### src/rtl/wb_pkg.sv
// Shared types and constants for the writeback retire queue.
// The MEM->WB bus is a packed image of wb_entry_t, listed MSB first. With XLEN = 32 it is 199 bits.
package wb_pkg;

    localparam int WB_XLEN = 32;

    // Exception codes carried unchanged from MEM.
    localparam logic [5:0] ECODE_INT  = 6'h0;
    localparam logic [5:0] ECODE_ADEF = 6'h8;
    localparam logic [5:0] ECODE_ALE  = 6'h9;
    localparam logic [5:0] ECODE_SYS  = 6'hb;
    localparam logic [5:0] ECODE_BRK  = 6'hc;
    localparam logic [5:0] ECODE_INE  = 6'hd;

    // The exception entry vector is read through the CSR port while wb_ex is high.
    localparam logic [13:0] CSR_EENTRY = 14'hc;

    typedef struct packed {
        logic                 rf_we;
        logic [4:0]           rf_waddr;
        logic [WB_XLEN-1:0]   rf_wdata;
        logic [WB_XLEN-1:0]   pc;
        logic                 csr_re;
        logic                 csr_we;
        logic [13:0]          csr_num;
        logic [WB_XLEN-1:0]   csr_wmask;
        logic [WB_XLEN-1:0]   csr_wvalue;
        logic                 ertn;
        logic                 ex_en;
        logic [5:0]           ecode;
        logic [8:0]           esubcode;
        logic [WB_XLEN-1:0]   vaddr;
    } wb_entry_t;

    localparam int WB_BUS_W = $bits(wb_entry_t);

    // Bit offsets of each field inside mem_to_wb_bus. Each offset is the field's LSB.
    localparam int OFF_VADDR      = 0;
    localparam int OFF_ESUBCODE   = OFF_VADDR + WB_XLEN;
    localparam int OFF_ECODE      = OFF_ESUBCODE + 9;
    localparam int OFF_EX_EN      = OFF_ECODE + 6;
    localparam int OFF_ERTN       = OFF_EX_EN + 1;
    localparam int OFF_CSR_WVALUE = OFF_ERTN + 1;
    localparam int OFF_CSR_WMASK  = OFF_CSR_WVALUE + WB_XLEN;
    localparam int OFF_CSR_NUM    = OFF_CSR_WMASK + WB_XLEN;
    localparam int OFF_CSR_WE     = OFF_CSR_NUM + 14;
    localparam int OFF_CSR_RE     = OFF_CSR_WE + 1;
    localparam int OFF_PC         = OFF_CSR_RE + 1;
    localparam int OFF_RF_WDATA   = OFF_PC + WB_XLEN;
    localparam int OFF_RF_WADDR   = OFF_RF_WDATA + WB_XLEN;
    localparam int OFF_RF_WE      = OFF_RF_WADDR + 5;

    typedef enum logic {
        ST_RUN   = 1'b0,
        ST_FLUSH = 1'b1
    } wb_state_t;

    // Reinterprets a raw MEM bus word as an entry.
    function automatic wb_entry_t unpack_bus(input logic [WB_BUS_W-1:0] bus);
        return wb_entry_t'(bus);
    endfunction

endpackage

### src/rtl/wb_retire_fifo.sv
// Storage for the in-order retire queue.
// The read and write pointers carry one extra wrap bit, so full and empty can be told apart.
// Entries are also presented in age order (index 0 = head) so that forwarding can scan them.
module wb_retire_fifo
    import wb_pkg::*;
#(
    parameter int DEPTH = 2
) (
    input  logic                    clk,
    input  logic                    resetn,
    input  logic                    push,
    input  wb_entry_t               push_data,
    input  logic                    pop,
    input  logic                    flush,
    output logic                    full,
    output logic                    empty,
    output wb_entry_t               head,
    output wb_entry_t [DEPTH-1:0]   ord_entry,
    output logic      [DEPTH-1:0]   ord_valid
);

    localparam int AW = (DEPTH > 1) ? $clog2(DEPTH) : 1;

    logic [AW:0] wr_ptr_q, wr_ptr_d;
    logic [AW:0] rd_ptr_q, rd_ptr_d;
    logic [AW:0] count;

    wb_entry_t mem_q [DEPTH];

    assign count = wr_ptr_q - rd_ptr_q;
    assign empty = (wr_ptr_q == rd_ptr_q);
    assign full  = (wr_ptr_q[AW] != rd_ptr_q[AW]) && (wr_ptr_q[AW-1:0] == rd_ptr_q[AW-1:0]);

    // Pointer update. A flush empties the queue and drops the push made in the same cycle.
    always_comb begin
        wr_ptr_d = wr_ptr_q;
        rd_ptr_d = rd_ptr_q;
        if (flush) begin
            wr_ptr_d = '0;
            rd_ptr_d = '0;
        end else begin
            if (push) wr_ptr_d = wr_ptr_q + (AW+1)'(1);
            if (pop)  rd_ptr_d = rd_ptr_q + (AW+1)'(1);
        end
    end

    // Pointer registers. Reset empties the queue immediately.
    always_ff @(posedge clk or negedge resetn) begin
        if (!resetn) begin
            wr_ptr_q <= '0;
            rd_ptr_q <= '0;
        end else begin
            wr_ptr_q <= wr_ptr_d;
            rd_ptr_q <= rd_ptr_d;
        end
    end

    // Entry storage. With push and pop together at full, this write overwrites the head slot after it retires.
    always_ff @(posedge clk) begin
        if (push && !flush) mem_q[wr_ptr_q[AW-1:0]] <= push_data;
    end

    // Age-ordered view. Slot k holds the k-th oldest entry and is valid while k < count.
    for (genvar gi = 0; gi < DEPTH; gi++) begin : g_ord
        logic [AW-1:0] slot;
        assign slot          = rd_ptr_q[AW-1:0] + AW'(gi);
        assign ord_entry[gi] = mem_q[slot];
        assign ord_valid[gi] = (count > (AW+1)'(gi));
    end

    assign head = ord_entry[0];

endmodule

### src/rtl/wb_retire_queue.sv
// Writeback stage: an in-order retire queue between MEM and the regfile/CSR file.
// It retires one entry per cycle from the head and stalls the head on CSR access until csr_ready is high.
// When the head retires with an exception or ertn, it raises a flush pulse, empties the queue and spends one FLUSH cycle.
// It forwards the youngest queued result to ID.
// Optional feature: define WB_PERF_CNT_EN to add the perf_retired / perf_exc counters.
module wb_retire_queue
    import wb_pkg::*;
#(
    parameter int XLEN    = WB_XLEN,
    parameter int DEPTH   = 2,
    parameter int NUM_FWD = 2
) (
    input  logic                    clk,
    input  logic                    resetn,
    input  logic                    mem_to_wb_valid,
    input  logic [WB_BUS_W-1:0]     mem_to_wb_bus,
    output logic                    wb_allowin,
    input  logic                    csr_ready,
    output logic                    csr_re,
    output logic                    csr_we,
    output logic [13:0]             csr_num,
    output logic [XLEN-1:0]         csr_wmask,
    output logic [XLEN-1:0]         csr_wvalue,
    input  logic [XLEN-1:0]         csr_rvalue,
    output logic                    wb_ex,
    output logic [5:0]              wb_ecode,
    output logic [8:0]              wb_esubcode,
    output logic [XLEN-1:0]         wb_ex_pc,
    output logic [XLEN-1:0]         wb_vaddr,
    output logic                    ertn_flush,
    output logic                    rf_we,
    output logic [4:0]              rf_waddr,
    output logic [XLEN-1:0]         rf_wdata,
    input  logic [NUM_FWD*5-1:0]    fwd_raddr,
    output logic [NUM_FWD-1:0]      fwd_hit,
    output logic [NUM_FWD-1:0]      fwd_stall,
    output logic [NUM_FWD*XLEN-1:0] fwd_data,
    output logic [XLEN-1:0]         debug_wb_pc,
    output logic [3:0]              debug_wb_rf_we,
    output logic [4:0]              debug_wb_rf_wnum,
    output logic [XLEN-1:0]         debug_wb_rf_wdata
`ifdef WB_PERF_CNT_EN
    ,
    output logic [63:0]             perf_retired,
    output logic [31:0]             perf_exc
`endif
);

    wb_entry_t               head;
    wb_entry_t [DEPTH-1:0]   ord_entry;
    logic      [DEPTH-1:0]   ord_valid;
    logic                    q_full, q_empty, head_valid;
    wb_state_t               state_q, state_d;
    logic                    is_run, retire_go, flush_now, push_en;
    logic                    ex_go, ertn_go, rf_go;

    assign head_valid = ~q_empty;
    assign is_run     = (state_q == ST_RUN);
    // Only a CSR access waits for csr_ready. Every other head entry retires in the cycle it reaches the head.
    assign retire_go  = head_valid & (~(head.csr_re | head.csr_we) | csr_ready) & is_run;
    assign ex_go      = retire_go & head.ex_en;
    assign ertn_go    = retire_go & head.ertn & ~head.ex_en;
    assign rf_go      = retire_go & head.rf_we & ~head.ex_en & ~head.ertn;
    assign flush_now  = ex_go | ertn_go;
    // A full queue still accepts a push in a cycle where the head retires.
    assign wb_allowin = is_run & (~q_full | retire_go);
    assign push_en    = mem_to_wb_valid & wb_allowin;

    wb_retire_fifo #(.DEPTH(DEPTH)) u_fifo (
        .clk       (clk),
        .resetn    (resetn),
        .push      (push_en),
        .push_data (unpack_bus(mem_to_wb_bus)),
        .pop       (retire_go),
        .flush     (flush_now),
        .full      (q_full),
        .empty     (q_empty),
        .head      (head),
        .ord_entry (ord_entry),
        .ord_valid (ord_valid)
    );

    // Next state. A flushing retire costs one dead cycle, then the stage returns to RUN.
    always_comb begin
        state_d = state_q;
        case (state_q)
            ST_RUN:   if (flush_now) state_d = ST_FLUSH;
            ST_FLUSH: state_d = ST_RUN;
            default:  state_d = ST_RUN;
        endcase
    end

    // State register.
    always_ff @(posedge clk or negedge resetn) begin
        if (!resetn) state_q <= ST_RUN;
        else         state_q <= state_d;
    end

    // Head-driven CSR, exception, regfile and trace outputs. Every output is zero while the queue is empty.
    always_comb begin
        csr_re            = (head_valid & head.csr_re) | ex_go;
        csr_we            = head_valid & head.csr_we & ~head.ex_en & ~head.ertn;
        csr_num           = ex_go ? CSR_EENTRY : (head_valid ? head.csr_num : 14'd0);
        csr_wmask         = head_valid ? head.csr_wmask  : '0;
        csr_wvalue        = head_valid ? head.csr_wvalue : '0;
        wb_ex             = ex_go;
        ertn_flush        = ertn_go;
        wb_ecode          = head_valid ? head.ecode    : 6'd0;
        wb_esubcode       = head_valid ? head.esubcode : 9'd0;
        wb_ex_pc          = head_valid ? head.pc       : '0;
        wb_vaddr          = head_valid ? head.vaddr    : '0;
        rf_we             = rf_go;
        rf_waddr          = rf_go ? head.rf_waddr : 5'd0;
        rf_wdata          = rf_go ? (head.csr_re ? csr_rvalue : head.rf_wdata) : '0;
        debug_wb_pc       = retire_go ? head.pc : '0;
        debug_wb_rf_we    = {4{rf_go}};
        debug_wb_rf_wnum  = rf_waddr;
        debug_wb_rf_wdata = rf_wdata;
    end

    // Forwarding ports. The scan runs oldest to youngest, so the youngest matching entry wins.
    for (genvar gi = 0; gi < NUM_FWD; gi++) begin : g_fwd
        logic [4:0]      raddr;
        logic            found, found_csr;
        logic [XLEN-1:0] found_data;

        assign raddr = fwd_raddr[gi*5 +: 5];

        // Find the youngest valid entry that writes raddr. Entries carrying an exception never produce data.
        always_comb begin
            found      = 1'b0;
            found_csr  = 1'b0;
            found_data = '0;
            for (int k = 0; k < DEPTH; k++) begin
                if (ord_valid[k] && ord_entry[k].rf_we && !ord_entry[k].ex_en &&
                    ord_entry[k].rf_waddr == raddr && raddr != 5'd0) begin
                    found      = 1'b1;
                    found_csr  = ord_entry[k].csr_re;
                    found_data = ord_entry[k].rf_wdata;
                end
            end
        end

        // A CSR read's value is only known at retire, so that match stalls ID instead of hitting.
        assign fwd_hit[gi]                 = found & ~found_csr;
        assign fwd_stall[gi]               = found & found_csr;
        assign fwd_data[gi*XLEN +: XLEN]   = (found & ~found_csr) ? found_data : '0;
    end

`ifdef WB_PERF_CNT_EN
    logic [63:0] perf_retired_q, perf_retired_d;
    logic [31:0] perf_exc_q, perf_exc_d;

    // The retire count covers every non-exception retire, ertn included. Both counters wrap silently.
    always_comb begin
        perf_retired_d = perf_retired_q + {63'd0, retire_go & ~head.ex_en};
        perf_exc_d     = perf_exc_q + {31'd0, ex_go};
    end

    // Counter registers.
    always_ff @(posedge clk or negedge resetn) begin
        if (!resetn) begin
            perf_retired_q <= '0;
            perf_exc_q     <= '0;
        end else begin
            perf_retired_q <= perf_retired_d;
            perf_exc_q     <= perf_exc_d;
        end
    end

    assign perf_retired = perf_retired_q;
    assign perf_exc     = perf_exc_q;
`endif

endmodule

### config.mk
export PLATFORM = sky130hd
export DESIGN_NAME = wb_retire_queue
export DESIGN_NICKNAME = d
export VERILOG_FILES = /design/src/rtl/wb_pkg.sv /design/src/rtl/wb_retire_fifo.sv /design/src/rtl/wb_retire_queue.sv
export SDC_FILE = /design/constraint.sdc
export NUM_CORES = 1
export LEC_CHECK = 0
export ABC_CLOCK_PERIOD_IN_PS = 40200
export BUFFER_PORTS_ARGS = -buffer_cell sky130_fd_sc_hd__buf_4
export CAP_MARGIN = 20
export CORE_ASPECT_RATIO = 0.5
export CORE_MARGIN = 3
export CORE_UTILIZATION = 45
export DETAILED_ROUTE_END_ITERATION = 16
export PLACE_DENSITY_LB_ADDON = 0.25
export SYNTH_ARGS = -nofsm -noshare
export SYNTH_HDL_FRONTEND = slang
export SYNTH_SLANG_ARGS = --single-unit
export TNS_END_PERCENT = 5
### constraint.sdc
create_clock -name clk -period 40.2 [get_ports clk]
set_input_delay 4.02 -clock clk [delete_from_list [all_inputs] [get_ports clk]]
set_output_delay 4.02 -clock clk [all_outputs]
set_load 0.03 [all_outputs]
==> results of run 1 <==
[placed cells by master (no fill, tap or decap), drive strengths merged, types with 3 or more instances in the layout]
cell      netlist  routed
edfxtp        398     398
clkinv          0      15
clkinvlp        0       3
o21ai           4       4
a32oi           3       3
a21oi          39      39
and2            3       3
nor2          236     236
inv             5       6
nor4            5       5
nand2b         33      33
buf            72     605
nor3            7       7
a31oi          33      33
dfrtp           5       5
or4             4       4
a221oi         34      34
or3             3       3
nor2b          36      36
nand2          69      69
clkbuf         80      48
a21o           33      33
a211oi         65      65
mux2i         168     168
a22oi          35      35
xnor2          19      19
nand3          34      34
[registers in the layout, indices dropped and copies added, names as in the netlist]
register / count
state_q: 1
u_fifo.mem_q: 398
u_fifo.rd_ptr_q: 2
u_fifo.wr_ptr_q: 2
[critical path, stage by stage]
cell and delay, ns:
buf_4 0.12, or4_1 0.54, nor2_1 0.25, nor3_1 0.13, nand2_4 0.74, a32oi_4 0.21, buf_4 0.37, a31oi_1 0.27
buf_4 0.19
[report_power, final]
group,leakage (nW),internal [mW],switching [mW]
Combinational,4.99,0.335,0.704
Clock,0.560,0.187,0.154
Sequential,3.73,0.586,0.0438
[routing by layer]
metal,vias to the layer above,wire length [um]
met5,-,0
met4,0,1640
met3,97,2730
met2,386,28300
met1,6483,19100
li1,6333,-
[cells by family after synthesis]
kind of cell | count (synthesis) | share of synthesized area (%)
DFF | 403 | 63.6
and+or+nand+nor | 436 | 10.3
AOI/OAI and AO/OA | 252 | 11.4
buffers and inverters | 157 | 4.39
muxes | 170 | 9.08
xor gates and xnor gates | 21 | 1.04
adders and majority gates | 1 | 0.0659
[final timing paths]
check,slack (ns),end,cells past startpoint,from
setup / recovery,29.26,fwd_data[32],9,fwd_raddr[6]
hold / removal,0.55,u_fifo.rd_ptr_q[1],1,u_fifo.rd_ptr_q[1]
setup reg to reg,35.68,u_fifo.mem_q[1][65],7,u_fifo.rd_ptr_q[0]
hold reg to reg,0.55,u_fifo.rd_ptr_q[1],1,u_fifo.rd_ptr_q[1]
max in group asynchronous,36.79,u_fifo.rd_ptr_q[0],1,resetn
min in group asynchronous,3.28,u_fifo.rd_ptr_q[1],1,resetn
[cell type report]
cell class              count  area (sq um)  area share, %
clock buffers              48          1010           4.10
well taps                 540           676           2.74
diodes                      2          5.00         0.0203
repair buffers            605          4570           18.6
clock inverters            20           156          0.635
inverters                   5          18.8         0.0762
multi-input cells         880          6110           24.8
flip-flops and latches    403         12100           49.1
==> results.md, run 1 <==
- Fmax: ~0.09 GHz
- Post-Route WL: 51800 um
- Most used DFF post-synth: edfxtp_1
- GR Overflow Total: 0
- Worst Max-Slew Pin Slew: 1.14 ns
- Top Ports: a little under 600
- Kind of critical path: in -> out
- Post-Layout Inst Area: ~25000 sq um
- Worst vdd ir: around 0.054 mV
- GR Util All Layers: roughly 22%
- Cts hold-fix bufs: 0
- Vias in the first global route: about 12000
- # setup viols final: 0
- Worst-path clk slew: around 0.06 ns
- Die W: around 300 um
- Detail Route Antenna Nets: 0
- Hold WC Path Type: reg -> reg
- Clock Tree Root: clkbuf_16
- Final min period: 10.94 ns
- Drt drc: 0
- CTS tree: done
- Yosys reg bits: 403
- Setup TNS Final: 0 ns
- Vias: ~13000
- Rel. slew slack: 24.1%
- Largest net degree at the start of global routing: 178
- Tcrit/Tclk final: 27.2%
- Crit path max fanout: 99
- Critical Path End Type: primary output
- Resized Gates After CTS: 0
- Final hold vios: 0
- Setup repair bufs after CTS: 0
- Longest Clk Path Bufs: 3
- Buffers on Ports: between 500 and 600
- Power, Total: between 2 and 2.5 mW
- Area after DPL: 23400 sq um
- Most instantiated library cell after synthesis: edfxtp_1
- H-tree depth: 2
- Met2 Use GR: between 30 and 40%
- Met3 GRT Util: ~3.4%
- # nets final: roughly 2200
- Routed length per instance: ~21 um
- Vias per inst: between 5 and 6
- # rows: between 50 and 60
- 1st-iter DRT viols: 870
- Async S/R FF share, synth: 1.24%
- CP arrival: ~6.9 ns
- Top cells by count, synth: edfxtp_1, nor2_1, mux2i_1
- First-pass GRT wire length: 73800 um
- GPL Wtd Cong: 0.896
- Place WS: between 20 and 30 ns
- Register area share after synthesis: a little under two thirds
- Critical path required time: 36.18 ns
- Post-synth EDFFs: between 300 and 400
- DR pass1 iterations: 5
- Util after Layout: between 60% and 70%
- Syn. warnings: 0
- Die area: ~45000 sq um
- Sink Count: 403
- Layout area overhead: 29.8%
- Placed Instances: between 2000 and 2500
- Distinct cell type count after synthesis: a little under 50
- Max Slew Vio Count: 0
- Syn Inst Count: ~1400
- Worst Slack Setup Final: 29.26 ns
- Worst-skew pair later-pin latency: between 0.5 and 0.6 ns
- Fin Hold WS: ~0.55 ns
- Core area: 41000 sq um
- Most area-hungry cell type in the Yosys netlist: edfxtp_1
- HPWL Detailed: about 36000 um
- Syn_nets: roughly 1700
- Clock Skews: around 0.0084 ns
- Area contributors post-synth: edfxtp_1, mux2i_1, nor2_1, a211oi_1, a31oi_4
- Layer with the highest usage: met2
- Post-Syn Area per Cell: 13.2 sq um
- RSZ-0062 raised after global routing: no
- Layout fillers: around 3300
- CTS Buf Count: 39
- Synth Cell Area: ~19000 sq um
- Antenna violations before repair: 2
- Status: finished, final reports clean
- GR Util met1: between 20% and 30%
- Fraction of layout instances using a drive strength above 1: between 30% and 40%
- Leakage power: slightly above 9 nW
- Initial core utilization: a little under half
- Chip Height: roughly 150 um
- Setup crit start kind: input port
- PwrDens: 81.6 nW/um^2
- Non-Filler Instances: about 2500
- Max Cap Violations: 0
- Yosys top cell area share: ~63%
Power figures use the tool's default switching activity.
==> inputs of run 2 (changes only) <==
- ABC_CLOCK_PERIOD_IN_PS: 40200 -> 10000
- clock period: 40.2 -> 10 ns (I/O delays scaled with it)
==> run 2 against run 1 <==
Non-clock buffer count is 5 higher. Critical path depth is 2 higher. Critical path type is now reg -> out. Largest cell class unchanged. Clock power grew to 4.0 times the previous value.
==> results.md, run 2 (synthesized netlist as in run 1, its figures left out) <==
- Core area: between 40000 and 50000 sq um
- First-pass GRT wire length: roughly 73000 um
- Worst-path clk slew: ~0.060 ns
- Tcrit/Tclk final: between 60% and 70%
- Die area: between 40000 and 50000 sq um
- Register area: approximately 12000 sq um
- Critical path required time: approximately 9 ns
- Detail Route Antenna Nets: 0
- Final min period: roughly 6.4 ns
- CTS tree: done
- Non-Filler Instances: between 2000 and 3000
- GR Util All Layers: 21.1%
- Footprint of the multi-input gates: 6120 sq um
- GR Overflow Total: 0
- Setup crit start kind: flip-flop
- Antenna violations before repair: 1
- Top Ports: 586
- Buffers on Ports: between 500 and 600
- Largest register FFs: approximately 400
- RSZ-0062 raised after global routing: no
- Hold WC Path Type: in -> async
- Die W: roughly 300 um
- Critical Path End Type: primary output
- Kind of critical path: reg -> out
- # setup viols final: 0
- Final hold vios: 0
- Rel. slew slack: approximately 25%
- Setup TNS Final: 0 ns
- Worst vdd ir: approximately 0.24 mV
- Slowest CP cell: a32oi_4
- PwrDens: 328 nW/um^2
- Setup repair bufs after CTS: 0
- Longest Clk Path Bufs: 3
- HPWL Detailed: 35500 um
- Leakage power: approximately 9.3 nW
- # rows: between 50 and 60
- Commonest non-fill, non-tap cell in the layout: buf_4
- Status: finished, final reports clean
- CP arrival: 5.45 ns
- Post-Route WL: between 50000 and 60000 um
- Worst Max-Slew Pin Slew: between 1 and 1.5 ns
- Clock Skews: about 0.013 ns
- Worst-skew pair later-pin latency: approximately 0.55 ns
- Drt drc: 0
- Fmax: about 0.16 GHz
- Max stage delay on crit path: between 1 and 1.5 ns
- Largest net degree at the start of global routing: ~110
- Layout fillers: approximately 3300
- # nets final: roughly 2200
- DR pass1 iterations: 6
- Max Slew Vio Count: 0
- Most frequent cells in the layout: buf_4, edfxtp_1, nor2_1
- GPL Wtd Cong: about 0.85
- CTS Buf Count: 38
- Fraction of layout instances using a drive strength above 1: 36.4%
- Chip Height: ~150 um
- Vias in the first global route: 12500
- Crit path max fanout: 99
- Placed Instances: ~2400
- Cts hold-fix bufs: 0
- Critical path's most frequent cell: buf_4
- H-tree depth: 2
- Clock Tree Root: clkbuf_16
- Layout area overhead: 30.2%
- Sink Count: approximately 400
- Vias per inst: approximately 5.3
- Resized Gates After CTS: 0
- Initial core utilization: between 40% and 50%
- Vias: around 13000
- Max Cap Violations: 0
- Routed length per instance: 20.3 um
- Crit path cell chain: buf_4 > ha_1 > xnor3_1 > a21o_1 > nor3_1 > nand2_4 > buf_4 > a32oi_4 > buf_4 > a31oi_1 > buf_4
- 1st-iter DRT viols: a little over 900
run 2: cell types whose count changed in the layout (fill, tap and decap cells not counted), sizes merged:
cell / delta
clkbuf: -8
diode: -1
clkinv: +8
inv: +1
buf: +5
run 2: critical path, delay by kind of cell (launching register included):
family / cells / cell delay, ns
flops: 1 / 0.82
simple gates: 2 / 0.38
buf+inv: 4 / 1.75
compound gates: 3 / 1.39
xor+xnor: 1 / 0.23
fa+ha+maj: 1 / 0.26
run 2: area by class of cell:
type                       instances  area share, %
timing repair buffer             610           18.8
clock buffer                      40           3.88
inverter                           5         0.0760
multi-input combinational        880           24.8
antenna                            1         0.0101
tap                              540           2.74
clock inverter                    29          0.841
sequential                       403           48.9
run 2: per-stage QoR:
| stage | utilization, % | total power [mW] | area (sq um) | hold WS [ns] | setup slack [ns] |
|---|---|---|---|---|---|
| 4_1_cts | 60.1 | 8.15 | 24600 | 0.222 | 3.46 |
| 3_5_place_dp | 57.3 | 6.77 | 23500 | 0.545 | 4.03 |
| 5_1_grt | 60.3 | 8.50 | 24700 | 0.224 | 3.20 |
| 6_report | 60.3 | 8.09 | 24700 | 0.254 | 3.55 |
| 3_3_place_gp | 57.2 | 6.73 | 23400 | 0.563 | 4.11 |
| 2_1_floorplan | - | 5.33 | 19000 | 0.493 | -0.168 |
run 2: final timing paths:
| check | start | endpoint | slack [ns] | cells past startpoint |
|---|---|---|---|---|
| setup / recovery | u_fifo.rd_ptr_q[0] | fwd_data[60] | 3.55 | 11 |
| min in group clk | u_fifo.rd_ptr_q[1] | u_fifo.rd_ptr_q[1] | 0.58 | 1 |
| hold / removal | resetn | u_fifo.rd_ptr_q[0] | 0.25 | 1 |
| hold reg to reg | u_fifo.rd_ptr_q[1] | u_fifo.rd_ptr_q[1] | 0.58 | 1 |
| max in group asynchronous | resetn | u_fifo.rd_ptr_q[0] | 9.62 | 1 |
| setup reg to reg | u_fifo.rd_ptr_q[0] | u_fifo.mem_q[1][49] | 5.42 | 8 |
run 2: power breakdown:
part           switching, mW  internal [mW]  total (mW)
registers              0.173           2.36        2.53
logic                   2.83           1.38        4.21
clock network          0.623          0.731        1.35
run 2: routing by layer:
layer	global-route usage, %	wire length, um	up-vias
met3	3.11	2200	89
met4	7.10	1450	0
met1	24.9	19200	6515
met2	39.7	28000	325
met5	0	0	-
li1	-	-	6334
==> inputs of run 3 (changes only) <==
- ABC_CLOCK_PERIOD_IN_PS: 10000 -> 5800
- clock period: 10 -> 5.8 ns (I/O delays scaled with it)
==> run 3 against run 2 <==
Power rose by 75%. Clock power rose by 81%. Sequential share of layout area fell by 0.45 points. Routed wire length rose by 2.9%. Setup slack got worse by 2.6 ns. Register-to-register slack got worse by 2.9 ns. Cell count rose by 0.56%. First-iteration DRC count did not move. Non-clock buffer count rose by 12. Sequential cell count did not move. Via count rose by 0.92%. Critical endpoint is now fwd_data[20]. Largest cell class unchanged.
==> results.md, run 3 (synthesized netlist as in run 1, its figures left out) <==
- Status: finished, final reports clean
- H-tree depth: 2
- Largest net degree at the start of global routing: about 110
- Tcrit/Tclk final: a little over four fifths
- PwrDens: 568 nW/um^2
- Critical path startpoint: u_fifo.rd_ptr_q[0]
- Longest Clk Path Bufs: 3
- Rel. slew slack: 31.5%
- Worst vdd ir: ~0.32 mV
- Worst-skew pair later-pin latency: between 0.5 and 0.6 ns
- Detail Route Antenna Nets: 0
- Resized Gates After CTS: 0
- Clock Skews: roughly 0.016 ns
- Post-Route WL: between 50000 and 60000 um
- Footprint of the multi-input gates: 6150 sq um
- Largest register FFs: 398
- RSZ-0062 raised after global routing: no
- # nets final: between 2000 and 2500
- Setup crit start kind: flip-flop
- Final min period: between 4 and 5 ns
- Initial core utilization: roughly 46%
- CTS tree: done
- CP arrival: 4.30 ns
- Die W: a little under 300 um
- Worst R2R Start: u_fifo.rd_ptr_q[0]
- Worst Max-Slew Pin Slew: between 1 and 1.5 ns
- Vias: 13400
- Hold WC Path Type: in -> reg
- CTS Buf Count: 38
- DR pass1 iterations: 5
- Critical path required time: 5.22 ns
- Max Cap Violations: 0
- Crit path max fanout: between 70 and 80
- Most frequent cells in the layout: buf_4, edfxtp_1, nor2_1
- Register area: about 12000 sq um
- Drt drc: 0
- # rows: 52
- Fraction of layout instances using a drive strength above 1: 37.1%
- Core area: slightly above 40000 sq um
- Max Slew Vio Count: 0
- Hold path cells: 1
- Fmax: roughly 0.2 GHz
- Die area: 44800 sq um
- # setup viols final: 0
- Internal reg-to-reg setup slack: 2.50 ns
- Power, Total: 14.2 mW
- Leakage power: 9.43 nW
- Worst-path clk slew: around 0.060 ns
- GPL Wtd Cong: around 0.9
- Antenna violations before repair: 3
- GR Util All Layers: 21.8%
- Area after DPL: about 24000 sq um
- Post-Layout Inst Area: roughly 25000 sq um
- Chip Height: approximately 150 um
- Sink Count: just over 400
- Crit Reg-Reg Endpoint: u_fifo.mem_q[1][42]
- Hold_sp: mem_to_wb_bus[98]
- First-pass GRT wire length: ~75000 um
- Clock Tree Root: clkbuf_16
- Final hold vios: 0
- Hold EP: u_fifo.mem_q[1][98]
- Layout area overhead: 31.4%
- Kind of critical path: reg -> out
- Routed length per instance: 20.7 um
- Layout fillers: approximately 3300
- Setup repair bufs after CTS: 0
- HPWL Detailed: roughly 37000 um
- Top Ports: roughly 590
- Commonest non-fill, non-tap cell in the layout: buf_4
- Vias per inst: approximately 5.3
- Buffers on Ports: about 590
- 1st-iter DRT viols: between 900 and 1000
- Worst-case reg-to-reg path depth: 6
- GR Overflow Total: 0
- Vias in the first global route: approximately 13000
- Util after Layout: between 60% and 70%
- Critical Path End Type: primary output
-- run 3: cell count changes in the layout (fill, tap and decap cells not counted), sizes merged --
cell         change
diode            +2
dlygate4sd3      +1
bufinv           +2
buf             +11
clkinv           -2
-- run 3: repair_timing --
action	in CTS	in global routing
hold buffers	1	0
endpoints found under the hold margin	5	0
setup endpoints to repair	0	0
-- run 3: worst max path at each step --
stage | end | slack, ns | cells after the start
2_1_floorplan | u_fifo.mem_q[0][0] | -0.84 | 7
3_3_place_gp | fwd_data[22] | 1.38 | 9
3_5_place_dp | fwd_data[20] | 1.46 | 10
4_1_cts | fwd_data[20] | 0.87 | 10
5_1_grt | fwd_data[20] | 0.63 | 10
6_report | fwd_data[20] | 0.92 | 10
-- run 3: critical path, cell delays in order, from the launching register on --
cell and delay, ns:
dfrtp_4 0.62, buf_4 0.64, mux2i_2 0.34, xnor2_1 0.13, or4_4 0.57, o211a_2 0.45, buf_12 0.25, buf_4 0.20
a221oi_2 0.24, a211oi_1 0.08, buf_4 0.22
-- run 3: final cells by class --
type	count	share of cell area, %
Tap cell	540	2.71
Inverter	5	0.0753
Clock buffer	40	3.84
Antenna cell	3	0.0301
Sequential cell	403	48.4
Multi-Input combinational cell	880	24.7
Clock inverter	29	1.04
Timing Repair Buffer	622	19.2
-- run 3: metrics by stage --
| step | setup WS, ns | hold slack, ns | cells | TNS, ns |
|---|---|---|---|---|
| after global placement | 1.38 | 0.390 | 2446 | 0 |
| final | 0.919 | 0.220 | 2522 | 0 |
| after detailed placement | 1.46 | 0.386 | 2447 | 0 |
| after CTS | 0.873 | 0.187 | 2517 | 0 |
| after floorplan | -0.839 | 0.284 | 1440 | -333.88 |
| after global routing | 0.626 | 0.186 | 2522 | 0 |
-- run 3: routing by layer --
layer | wire length [um] | vias up | track usage (%)
met5 | 0 | - | 0
met2 | 27800 | 367 | 39.5
met1 | 20300 | 6540 | 26.4
li1 | - | 6372 | -
met4 | 1960 | 0 | 8.88
met3 | 2220 | 106 | 2.95
-- run 3: where the power goes --
group	internal, mW	switching [mW]	total [mW]	leakage, nW
Sequential	4.05	0.280	4.33	3.73
Combinational	2.42	4.97	7.39	5.11
Clock	1.35	1.10	2.45	0.594
Total	7.83	6.35	14.2	9.43
